$ cat src/rtl/pipe_if_id_queue.sv
// pipe_if_id_queue: FWFT instruction queue between the fetch and decode stages
//   clk, clr              : clock, synchronous active-high reset
//   in_valid/in_ready     : fetch-side handshake carrying in_pc/in_inst
//   flush                 : redirect, discards every queued entry
//   out_valid/out_ready   : decode-side handshake carrying out_pc/out_inst/out_pc4
//   count                 : occupancy 0..DEPTH
//   flushed               : one-cycle pulse after a flush that discarded work
module pipe_if_id_queue #(
    parameter int DEPTH = 4,
    parameter int AW    = 2
) (
    input  logic          clk,
    input  logic          clr,
    input  logic          in_valid,
    output logic          in_ready,
    input  logic [31:0]   in_pc,
    input  logic [31:0]   in_inst,
    input  logic          flush,
    output logic          out_valid,
    input  logic          out_ready,
    output logic [31:0]   out_pc,
    output logic [31:0]   out_inst,
    output logic [31:0]   out_pc4,
    output logic [AW:0]   count,
    output logic          flushed
);
    localparam logic [AW:0] FULL = (AW+1)'(DEPTH);
    logic [31:0]   mem_pc   [DEPTH];
    logic [31:0]   mem_inst [DEPTH];
    logic [AW-1:0] rd_q, rd_d, wr_q, wr_d;
    logic [AW:0]   cnt_q, cnt_d;
    logic          flushed_q, flushed_d;
    logic          push, pop;
    always_comb begin
        in_ready  = !clr && (cnt_q < FULL);
        out_valid = cnt_q != '0;
        push      = in_valid && in_ready;
        pop       = out_valid && out_ready;
        out_pc    = out_valid ? mem_pc[rd_q] : '0;
        out_inst  = out_valid ? mem_inst[rd_q] : '0;
        out_pc4   = out_pc + 32'd4;
        count     = cnt_q;
        flushed   = flushed_q;
        rd_d      = flush ? '0 : rd_q + AW'(pop);
        wr_d      = flush ? '0 : wr_q + AW'(push);
        cnt_d     = flush ? '0 : cnt_q + (AW+1)'(push) - (AW+1)'(pop);
        flushed_d = flush && (out_valid || push);
    end
    always_ff @(posedge clk) begin
        if (clr) begin
            rd_q      <= '0;
            wr_q      <= '0;
            cnt_q     <= '0;
            flushed_q <= 1'b0;
        end else begin
            rd_q      <= rd_d;
            wr_q      <= wr_d;
            cnt_q     <= cnt_d;
            flushed_q <= flushed_d;
        end
    end
    always_ff @(posedge clk) begin
        if (push && !flush) begin
            mem_pc[wr_q]   <= in_pc;
            mem_inst[wr_q] <= in_inst;
        end
    end
endmodule

$ cat config.mk
export PLATFORM = sky130hd
export DESIGN_NAME = pipe_if_id_queue
export DESIGN_NICKNAME = d
export VERILOG_FILES = /design/src/rtl/pipe_if_id_queue.sv
export SDC_FILE = /design/constraint.sdc
export NUM_CORES = 1
export LEC_CHECK = 0
export ABC_AREA = 0
export CORE_UTILIZATION = 31
export CTS_BUF_LIST = sky130_fd_sc_hd__clkbuf_4 sky130_fd_sc_hd__clkbuf_8 sky130_fd_sc_hd__clkbuf_16
export DETAILED_ROUTE_END_ITERATION = 7
export PLACE_DENSITY_LB_ADDON = 0.15
export REMOVE_ABC_BUFFERS = 1
export SETUP_SLACK_MARGIN = 0.5
export SKIP_CTS_REPAIR_TIMING = 1
export SYNTH_ARGS = -nofsm -noshare
export SYNTH_HDL_FRONTEND = slang
export SYNTH_SLANG_ARGS = --single-unit
export TNS_END_PERCENT = 100
$ cat constraint.sdc
create_clock -name clk -period 10.7 [get_ports clk]
set_input_delay 1.605 -clock clk [delete_from_list [all_inputs] [get_ports clk]]
set_output_delay 1.605 -clock clk [all_outputs]
set_load 0.005 [all_outputs]
Word level (Yosys, flattened, before mapping)
Memories as Yosys holds them, arrays and structs flattened. A register that Yosys moved wholly into a read port is not among the register bits.
Index checks and enable logic that the tools add are counted.
{"block": "classes", "muxes": 6, "n_addsub": 5, "n_lt_le_gt_ge": 1, "reduce_logical": 10}
{"operator": "two-way mux 32 bit", "count": 2}
{"operator": "adder 32 x 3 -> 32 bit (second input constant)", "count": 1}
{"operator": "logical AND 1 bit", "count": 5}
{"operator": "adder 2 x 1 -> 2 bit", "count": 2}
{"operator": "two-way mux 2 bit", "count": 2}
{"operator": "adder 3 x 1 -> 3 bit", "count": 1}
{"operator": "less-than comparator 3 bit (second input constant)", "count": 1}
{"operator": "nonzero test 3 bit", "count": 1}
{"operator": "subtractor 3 x 1 -> 3 bit", "count": 1}
{"operator": "zero test 1 bit", "count": 2}
{"operator": "two-way mux 1 bit", "count": 2}
{"operator": "OR reduction 2 bit", "count": 1}
{"operator": "logical OR 1 bit", "count": 1}
{"block": "totals", "in_bits": 69, "n_memories": 2, "register_bits": 8, "ram_bits": 256}
{"memory": "mem_inst", "depth": 4, "width": 32, "rd": 1, "rd_ports_with_merged_regs": 1, "wr": 1, "line": "29", "text": "logic [31:0] mem_inst [DEPTH];"}
{"memory": "mem_pc", "depth": 4, "width": 32, "rd": 1, "rd_ports_with_merged_regs": 1, "wr": 1, "line": "28", "text": "logic [31:0] mem_pc [DEPTH];"}

Longest topological paths before layout
Gate-level depths: netlist (run 1).
{"block": "depth", "depth_word": 6, "depth_mapped": 12}

Least setup slack after synthesis (run 1)
No wires, ideal clock.
{"block": "synth_path", "path_kind": "input to register", "startpoint": "in clr", "endpoint": "mem mem_inst[0][0], enable pin", "cell_stages": 3, "path_buffers": 0, "t_arrival_ns": 7.955, "path_slack_ns": 2.101, "cell_sequence": "nor2_1 > nand2_1 > nor4_1"}
{"block": "synth_via", "elab_chain_cells": 6}
{"item": "from (decl)", "line": "13", "text": "input logic clr,"}
{"item": "zero test 1 bit", "line": "35", "text": "in_ready = !clr && (cnt_q < FULL);"}
{"item": "logical AND 1 bit", "line": "35"}
{"item": "logical AND 1 bit", "line": "37", "text": "push = in_valid && in_ready;"}
{"item": "logical AND 1 bit", "line": "63", "text": "if (push && !flush) begin"}
{"item": "two-way mux 1 bit", "line": "63"}
{"item": "two-way mux 1 bit (not written as such)", "line": "65", "text": "mem_inst[wr_q] <= in_inst;"}
{"item": "to (decl)", "line": "29"}
Every way passes these cells.

==> results of run 1 <==
[sequential cells by signal (all words and copies together) (netlist names)]
signal	cells
count	3
flushed	1
mem_inst	128
mem_pc	128
rd_q	2
wr_q	2
[cell families after synthesis]
kind of cell,after synthesis
AOI/OAI and AO/OA,8
xor gates and xnor gates,32
muxes,69
adders and majority gates,4
and+or+nand+nor,152
buffers and inverters,40
DFF,264
[stage by stage]
stage	cell area, um^2	hold slack (ns)	setup WS, ns	power (uW)
final	13900	0.610	4.60	2300
after global routing	13900	0.649	4.17	2380
after CTS	13900	0.612	4.41	2330
after detailed placement	13000	0.600	4.98	1350
after global placement	13000	0.563	5.04	1350
after floorplan	10700	0.533	2.10	1240
[worst paths after layout]
check        startpoint  slack (ns)          end  cells after the start
max             rd_q[0]        4.60  out_pc4[25]                      8
min            count[2]        0.61     count[2]                      2
max reg2reg    count[2]        7.66     count[2]                     12
min reg2reg    count[2]        0.61     count[2]                      2
[Yosys cell counts]
master,count
buf_2,10
clkbuf_1,12
nand2_1,31
o41ai_1,1
nor3_2,2
nand3_1,10
o2111ai_1,1
o21ai_0,3
or3_1,2
nor4b_2,1
and4bb_2,1
dfxtp_1,8
and3_1,1
buf_6,1
and2_1,57
nor4b_1,1
nand4b_1,1
nor2b_1,1
buf_12,1
nand4_2,1
nor4_1,4
or2_2,1
edfxtp_1,256
nor3_1,11
a21oi_1,2
xnor2_1,22
xor2_1,10
mux4_1,6
or4_1,1
buf_1,1
and4_1,2
nand2b_1,1
nand4_1,2
or4_4,1
and4b_1,4
mux2_2,3
nor2_1,16
fa_1,1
inv_1,12
mux4_2,57
ha_1,3
buf_4,3
o211ai_1,1
mux2i_1,3
[critical path: cells and delay by family, from the launching register on]
| family | cells | cell delay, ns |
|---|---|---|
| AND/OR/NAND/NOR | 4 | 1.36 |
| buffers and inverters | 2 | 1.27 |
| flip-flops | 1 | 0.77 |
| multiplexers | 1 | 0.38 |
| XOR/XNOR | 1 | 0.15 |
[power by group]
group | internal [uW] | switching [uW] | leakage (uW)
clock network | 580 | 391 | 0.000461
registers | 1150 | 5.26 | 0.00238
logic | 99.7 | 77.3 | 0.00156
[layout make-up]
| class | instances | area share [%] |
|---|---|---|
| diodes | 1 | 0.0179 |
| clock buffers | 34 | 5.47 |
| clock inverters | 19 | 1.25 |
| inverters | 12 | 0.323 |
| multi-input cells | 265 | 20.0 |
| flip-flops and latches | 264 | 56.3 |
| well taps | 455 | 4.08 |
| repair buffers | 177 | 12.6 |
[routing by layer]
| layer | track usage, % | vias up | share of wire, % |
|---|---|---|---|
| li1 | - | 2604 | - |
| met1 | 18.9 | 2943 | 45 |
| met2 | 23.4 | 178 | 47 |
| met3 | 3.32 | 35 | 6.0 |
| met4 | 2.76 | 0 | 1.9 |
| met5 | 0 | - | 0 |
==> run metrics, run 1 <==
commonest non-fill, non-tap cell in the layout edfxtp_1; ANT nets after route 0; Iter 0 DRT Violations 247; Worst-Skew Late Latency 0.54 ns; Worst Path Max Fanout 47; Syn Inst Count 569; Fin Setup TNS 0 ns; register area share after synthesis 72.6%; max-cap violation count 0; RSZ-0062 raised after global routing no; Initial Utilization 31.4%; Mapped Avg Cell Area 19.0 um^2; Clk pin slew, worst setup/hold paths 0.06 ns; initial antenna violation count 2; Max VDD drop 111 uV; nets 822; Setup crit start kind flop; flops & latches, synth 264; # IOs 171; area leader, netlist edfxtp_1; iteration count of the initial detailed-routing pass 4; WS Path Type reg2out; Routed WL 24500 um; Max Freq 164 MHz; largest family of logic cells by synthesized area multiplexers; share of the synthesized area in the top cell type 71.1%; Root Driver clkbuf_16; grt total ovfl 0; port bufs 170; Leak Pwr 0.00440 uW; multiplexer share of the synthesized area 13.9%; crit share post-route 57.0%; die width 189 um; CTS tree built; multi-input logic area 2790 um^2; Max Slew Vio Count 0; Layout fillers 3139; Post-DP HPWL 14800 um; final hold violations 0; worst-path cell chain buf_4 -> mux4_1 -> nand2_1 -> or3_1 -> or4_4 -> nor3_2 -> xor2_1 -> clkdlybuf4s50_1; Cell variety after synth 44; CP Data Required Time 9.10 ns; first-pass GRT wire length 38200 um; Pwr Density 165 nW/um^2; Util after Layout 40.5%; drt via density 4.69; Final Wtd Congestion 0.764; DR DRC count 0; final setup vio count 0; number of global-route vias before repair 6404; Register Area 7860 um^2; commonest non-fill, non-tap cells in the layout 256 x edfxtp_1, 170 x clkdlybuf4s50_1, 57 x mux4_2, 57 x and2_1, 31 x nand2_1; # H-tree levels 1; hold crit path type reg2reg; complex-gate fraction of the synthesized area 0.463%; outcome finished clean; Worst Skew 0.00570 ns; slowest CP cell dfxtp_4; Placement Rows 68; Vias 5760; Synth area leaders edfxtp_1 71%, mux4_2 12%, and2_1 3.3%; Worst-Margin Slew 1.09 ns; WP data arrival 4.49 ns; CTS max path bufs 3; Worst Setup End Kind output pin; XOR/XNOR Fraction of Synth Area 2.59%; synth warn 0; Synth Area in Adders 0.533%; share of cells above drive strength 1 16.6%; final std cells w/o fill 1227; pin count of the biggest net entering global routing 65; CP max stage delay 0.77 ns; routed len/inst 20.0 um; Synth Cell Area 10800 um^2; GRT Util Overall 14.1%; Die Y 189 um; CTS buffer count 29; area of the core 34500 um^2; Synth-to-Final Area Change 29.1%; clk sink count 264; max_slew headroom 27.2%; Post-Synth Simple-Gate Area 8.02%; dpl cells 1173; Min Clock Period, post-route 6.10 ns; full die area 35600 um^2
No activity file was read; power rests on OpenSTA's default activity.
==> inputs of run 2 (changes only) <==
==> constraint.sdc (replaced) <==
create_clock -name clk -period 4.98 [get_ports clk]
set_input_delay 0.747 -clock clk [delete_from_list [all_inputs] [get_ports clk]]
set_output_delay 0.747 -clock clk [all_outputs]
set_load 0.005 [all_outputs]
==> run 2 against run 1 <==
Clock skew increased by 0.020 ns. Final area increased by 1.4%. Clock-buffer cell count increased by 3. Sequential share of layout area decreased by 0.75 points. Global-route usage increased by 0.36 points. Critical path type unchanged. Critical endpoint is now out_pc4[27].
==> run metrics, run 2 (same netlist as run 1, synthesis figures left out) <==
outcome finished clean; commonest non-fill, non-tap cell in the layout edfxtp_1; Pwr Density 343 nW/um^2 (+110%); Worst-Skew Late Latency 0.54 ns (about the same); Synth-to-Final Area Change 30.8%; Leak Pwr 0.00450 uW (+2.4%); crit share post-route 86.9%; share of cells above drive strength 1 18.9% (+2.3 points); Min Clock Period, post-route 4.33 ns; Clk pin slew, worst setup/hold paths 0.06 ns (about the same); ANT nets after route 0 (unchanged); nets 840 (+2.2%); Routed WL 26200 um (+7.1%); dpl ws 0.653 ns (-4.33 ns); max_slew headroom 28.0% (+0.79 points); port bufs 170 (unchanged); Root Driver clkbuf_16; number of global-route vias before repair 6345 (-0.92%); full die area 35600 um^2 (unchanged); commonest non-fill, non-tap cells in the layout 256 x edfxtp_1, 170 x clkdlybuf4s50_1, 57 x mux4_2, 57 x and2_1; crit path buf inv count 2 (unchanged); Worst Skew 0.0260 ns (+0.0203 ns); max-cap violation count 0 (unchanged); CP Data Required Time 4.23 ns (-4.87 ns); worst r2r src count[2]; CTS max path bufs 3 (unchanged); Placement Rows 68 (unchanged); Setup crit start kind flop; die width 189 um (unchanged); Vias 5853 (+1.6%); Worst-Margin Slew 1.08 ns (-0.0118 ns); first-pass GRT wire length 39100 um (+2.2%); Layout fillers 3132 (-0.22%); WS Path Type reg2out; Die Y 189 um (unchanged); grt total ovfl 0 (unchanged); hold crit path type reg2reg; Max Slew Vio Count 0 (unchanged); delay-heaviest family, CP simple AND/OR/NAND/NOR gates; iteration count of the initial detailed-routing pass 4 (unchanged); CP max stage delay 0.57 ns (-0.20 ns); Final Wtd Congestion 0.809 (+5.9%); final worst slack 0.654 ns (-3.95 ns); routed len/inst 21.1 um (+5.7%); Worst Path Max Fanout 16 (-66%); multi-input logic area 2820 um^2 (+1.3%); slowest CP cell mux4_2; Post-DP HPWL 16200 um (+9.5%); drt via density 4.71 (+0.31%); CTS buffer count 29 (unchanged); WP data arrival 3.58 ns (-0.91 ns); Initial Utilization 31.4% (unchanged); Register Area 7860 um^2 (unchanged); hold path start count[2]; # H-tree levels 1 (unchanged); area of the core 34500 um^2 (unchanged); initial antenna violation count 2 (unchanged); worst-path cell chain buf_8 -> mux4_2 -> nand4b_1 -> or4_4 -> nor3_2 -> xor2_1 -> clkdlybuf4s50_1; crit path launch rd_q[1]; Max VDD drop 209 uV (+88%); DR DRC count 0 (unchanged); Max Freq 231 MHz; GRT Util Overall 14.4% (+0.36 points); final setup vio count 0 (unchanged); Iter 0 DRT Violations 314 (+27%); pin count of the biggest net entering global routing 65 (unchanged); RSZ-0062 raised after global routing no; # IOs 171 (unchanged); CTS tree built; Worst Setup End Kind output pin; Design Power 4840 uW (+110%); final hold violations 0 (unchanged); clk sink count 264 (unchanged)
run 2: worst reg2reg max path, cell delays in order, from the launching register on:
cell,delay (ns)
dfxtp_1,0.36
nor3_2,0.47
clkinvlp_2,0.61
nand3_1,0.33
nand2_1,0.08
ha_1,0.20
fa_1,0.38
xnor2_1,0.20
xnor2_1,0.08
nor3_1,0.16
run 2: power by group:
part / internal, uW / switching (uW) / leakage (uW)
combinational: 221 / 181 / 0.00169
sequential: 2460 / 8.83 / 0.00238
clock: 1150 / 816 / 0.000435
run 2: routing by layer:
metal	global-route usage (%)	routed length [um]	vias to the layer above
li1	-	-	2654
met1	19.4	11700	2991
met2	23.7	12600	174
met3	3.84	1650	32
met4	2.64	313	2
met5	0	10	-
run 2: path summary, 6_finish.rpt:
check,slack [ns],endpoint,depth (start not counted)
setup / recovery,0.65,out_pc4[27],7
hold / removal,0.61,count[2],2
setup reg to reg,2.03,count[2],9
hold reg to reg,0.61,count[2],2
run 2: layout make-up:
cell class	count	share of cell area [%]
Sequential cell	264	55.6
Multi-Input combinational cell	265	20.0
Timing Repair Buffer	194	13.9
Clock buffer	37	5.56
Tap cell	455	4.03
Clock inverter	14	0.646
Inverter	12	0.336
Timing Repair inverter	1	0.0354
Antenna cell	1	0.0177
run 2: stage by stage:
step / cell area (um^2) / TNS, ns / instances / hold slack, ns / utilization [%]
after floorplan: 10700 / -191.02 / 541 / 0.533 / -
final: 14100 / 0 / 1243 / 0.611 / 41.0
after detailed placement: 13100 / 0 / 1178 / 0.586 / 37.9
after global placement: 13100 / 0 / 1178 / 0.563 / 37.9
after CTS: 13900 / 0 / 1229 / 0.598 / 40.4
after global routing: 14100 / 0 / 1242 / 0.643 / 41.0
==> inputs of run 3 (changes only) <==
--- a/config.mk
+++ b/config.mk
@@ -10,6 +10,7 @@
 export CTS_BUF_LIST = sky130_fd_sc_hd__clkbuf_4 sky130_fd_sc_hd__clkbuf_8 sky130_fd_sc_hd__clkbuf_16
 export DETAILED_ROUTE_END_ITERATION = 7
 export PLACE_DENSITY_LB_ADDON = 0.15
+export RECOVER_POWER = 25
 export REMOVE_ABC_BUFFERS = 1
 export SETUP_SLACK_MARGIN = 0.5
 export SKIP_CTS_REPAIR_TIMING = 1
==> run 3 against run 2 <==
Clock-buffer cell count unchanged. Non-clock buffer count unchanged. Final cell count up 0.24%. Hold slack unchanged. Power down 0.13%. Sequential power about the same. Clock skew up 0.00078 ns. First-iteration DRC count up 0.32%. Final area about the same. Clock power about the same. Register-to-register slack about the same.
==> run metrics, run 3 (same netlist as run 1, synthesis figures left out) <==
Max Freq 231 MHz (about the same); CTS tree built; crit share post-route 86.9% (about the same); P_int 3830 uW (-0.17%); routed len/inst 21.1 um (-0.21%); slack of the worst reg-to-reg path 2.03 ns (about the same); CTS buffer count 29 (unchanged); Synth-to-Final Area Change 30.9% (about the same); worst-path cell chain buf_8 -> mux4_2 -> nand4b_1 -> or4_4 -> nor3_2 -> xor2_1 -> clkdlybuf4s50_1; hold path start count[2]; CP Data Required Time 4.23 ns (about the same); initial antenna violation count 8 (+6); Min Clock Period, post-route 4.33 ns (+0.00138 ns); area of the core 34500 um^2 (unchanged); Gate power share 8.2% (about the same); final hold violations 0 (unchanged); ANT nets after route 0 (unchanged); grt total ovfl 0 (unchanged); Routed WL 26200 um (about the same); # H-tree levels 1 (unchanged); max_slew headroom 28.0% (about the same); max-cap violation count 0 (unchanged); dpl cells 1178 (unchanged); iteration count of the initial detailed-routing pass 4 (unchanged); Util after Layout 41.1% (about the same); # IOs 171 (unchanged); final setup vio count 0 (unchanged); Post-DP HPWL 16200 um (unchanged); R2R depth 9 (unchanged); Reg2Reg Capture Point count[2]; met2 Resource Use GR 23.7% (unchanged); final std cells w/o fill 1246 (+0.24%); outcome finished clean; commonest non-fill, non-tap cell in the layout edfxtp_1; clock power share 40.8% (about the same); Worst Path Max Fanout 16 (unchanged); Final Wtd Congestion 0.809 (unchanged); crit path launch rd_q[1]; full die area 35600 um^2 (unchanged); RSZ-0062 raised after global routing no; Psw 1010 uW (about the same); clk sink count 264 (unchanged); Worst Setup End Kind output pin; met1 Use GR 19.4% (unchanged); port bufs 170 (unchanged); Max Slew Vio Count 0 (unchanged); Placement Rows 68 (unchanged); Iter 0 DRT Violations 315 (+0.32%); Clk pin slew, worst setup/hold paths 0.06 ns (about the same); Pwr Density 342 nW/um^2 (-0.19%); pin count of the biggest net entering global routing 65 (unchanged); GRT Util Overall 14.4% (unchanged); WS Path Type reg2out; Sw Ratio 20.8% (+0.026 points); commonest non-fill, non-tap cells in the layout 256 x edfxtp_1, 130 x clkdlybuf4s50_1, 57 x mux4_2, 57 x and2_1, 40 x dlygate4sd3_1; WP data arrival 3.58 ns (about the same); CP max stage delay 0.57 ns (about the same); Vias 5881 (+0.48%); die width 189 um (unchanged); Initial Utilization 31.4% (unchanged); Setup crit start kind flop; Design Power 4840 uW (-0.13%); nets 840 (unchanged); Fin Setup TNS 0 ns (unchanged); sequential share of power 51.1% (about the same); worst r2r src count[2]; number of global-route vias before repair 6345 (unchanged); DR DRC count 0 (unchanged); Worst-Skew Late Latency 0.54 ns (about the same); share of cells above drive strength 1 18.9% (unchanged); GR Util met3 3.84% (unchanged); Worst Skew 0.0268 ns (+0.000776 ns); hold crit path type reg2reg; Leak Pwr 0.00451 uW (+0.24%); Max VDD drop 209 uV (-0.29%); Die Y 189 um (unchanged); Root Driver clkbuf_16; worst setup path end out_pc4[27]; CTS max path bufs 3 (unchanged); first-pass GRT wire length 39100 um (unchanged); slowest CP cell mux4_2; GR peak layer met2; Worst-Margin Slew 1.08 ns (-0.0000820 ns); drt via density 4.72 (+0.24%)
-- run 3: cell count changes in the layout (fill, tap and decap cells not counted), sizes merged --
| cell | change |
|---|---|
| clkdlybuf4s50 | -40 |
| diode | +3 |
| dlygate4sd3 | +40 |
-- run 3: worst max-delay path, delay by kind of cell (launching register included) --
kind / cells / cell delay (ns)
simple gates: 3 / 1.05
buf+inv: 2 / 0.74
mux: 1 / 0.57
flops: 1 / 0.48
xor+xnor: 1 / 0.17
-- run 3: final cells by class --
cell class | count | area, um^2
Clock inverter | 14 | 91.3
Antenna cell | 4 | 10.0
Tap cell | 455 | 569
Timing Repair Buffer | 194 | 1960
Multi-Input combinational cell | 265 | 2820
Clock buffer | 37 | 786
Timing Repair inverter | 1 | 5.00
Fill cell | 3129 | 20300
Sequential cell | 264 | 7860
Inverter | 12 | 47.5
-- run 3: metal layers --
layer	part of all wire, %	vias to the layer above
met3	6.3	36
met1	45	3006
met5	0.076	-
met4	1.2	4
li1	-	2658
met2	48	177
-- run 3: worst min-delay path by stage --
| stage | end | slack [ns] | cells past startpoint |
|---|---|---|---|
| floorplan | wr_q[1] | 0.53 | 2 |
| global placement | count[2] | 0.56 | 2 |
| detailed placement | count[2] | 0.59 | 2 |
| CTS | count[2] | 0.60 | 2 |
| global route | count[2] | 0.64 | 2 |
| finish | count[2] | 0.61 | 2 |
-- run 3: through the flow --
step	worst slack, ns	instance area [um^2]	hold slack, ns
2_1_floorplan	-2.76	10700	0.533
3_3_place_gp	0.703	13100	0.563
3_5_place_dp	0.653	13100	0.586
4_1_cts	0.0511	13900	0.598
5_1_grt	0.499	14100	0.643
6_report	0.653	14100	0.611
-- run 3: power by group through the flow --
stage	sequential, uW	clock (uW)	combinational (uW)
4_1_cts	2470	2020	399
5_1_grt	2470	2100	431
3_3_place_gp	2520	0	395
3_5_place_dp	2520	0	396
2_1_floorplan	2530	0	132
6_report	2470	1970	396
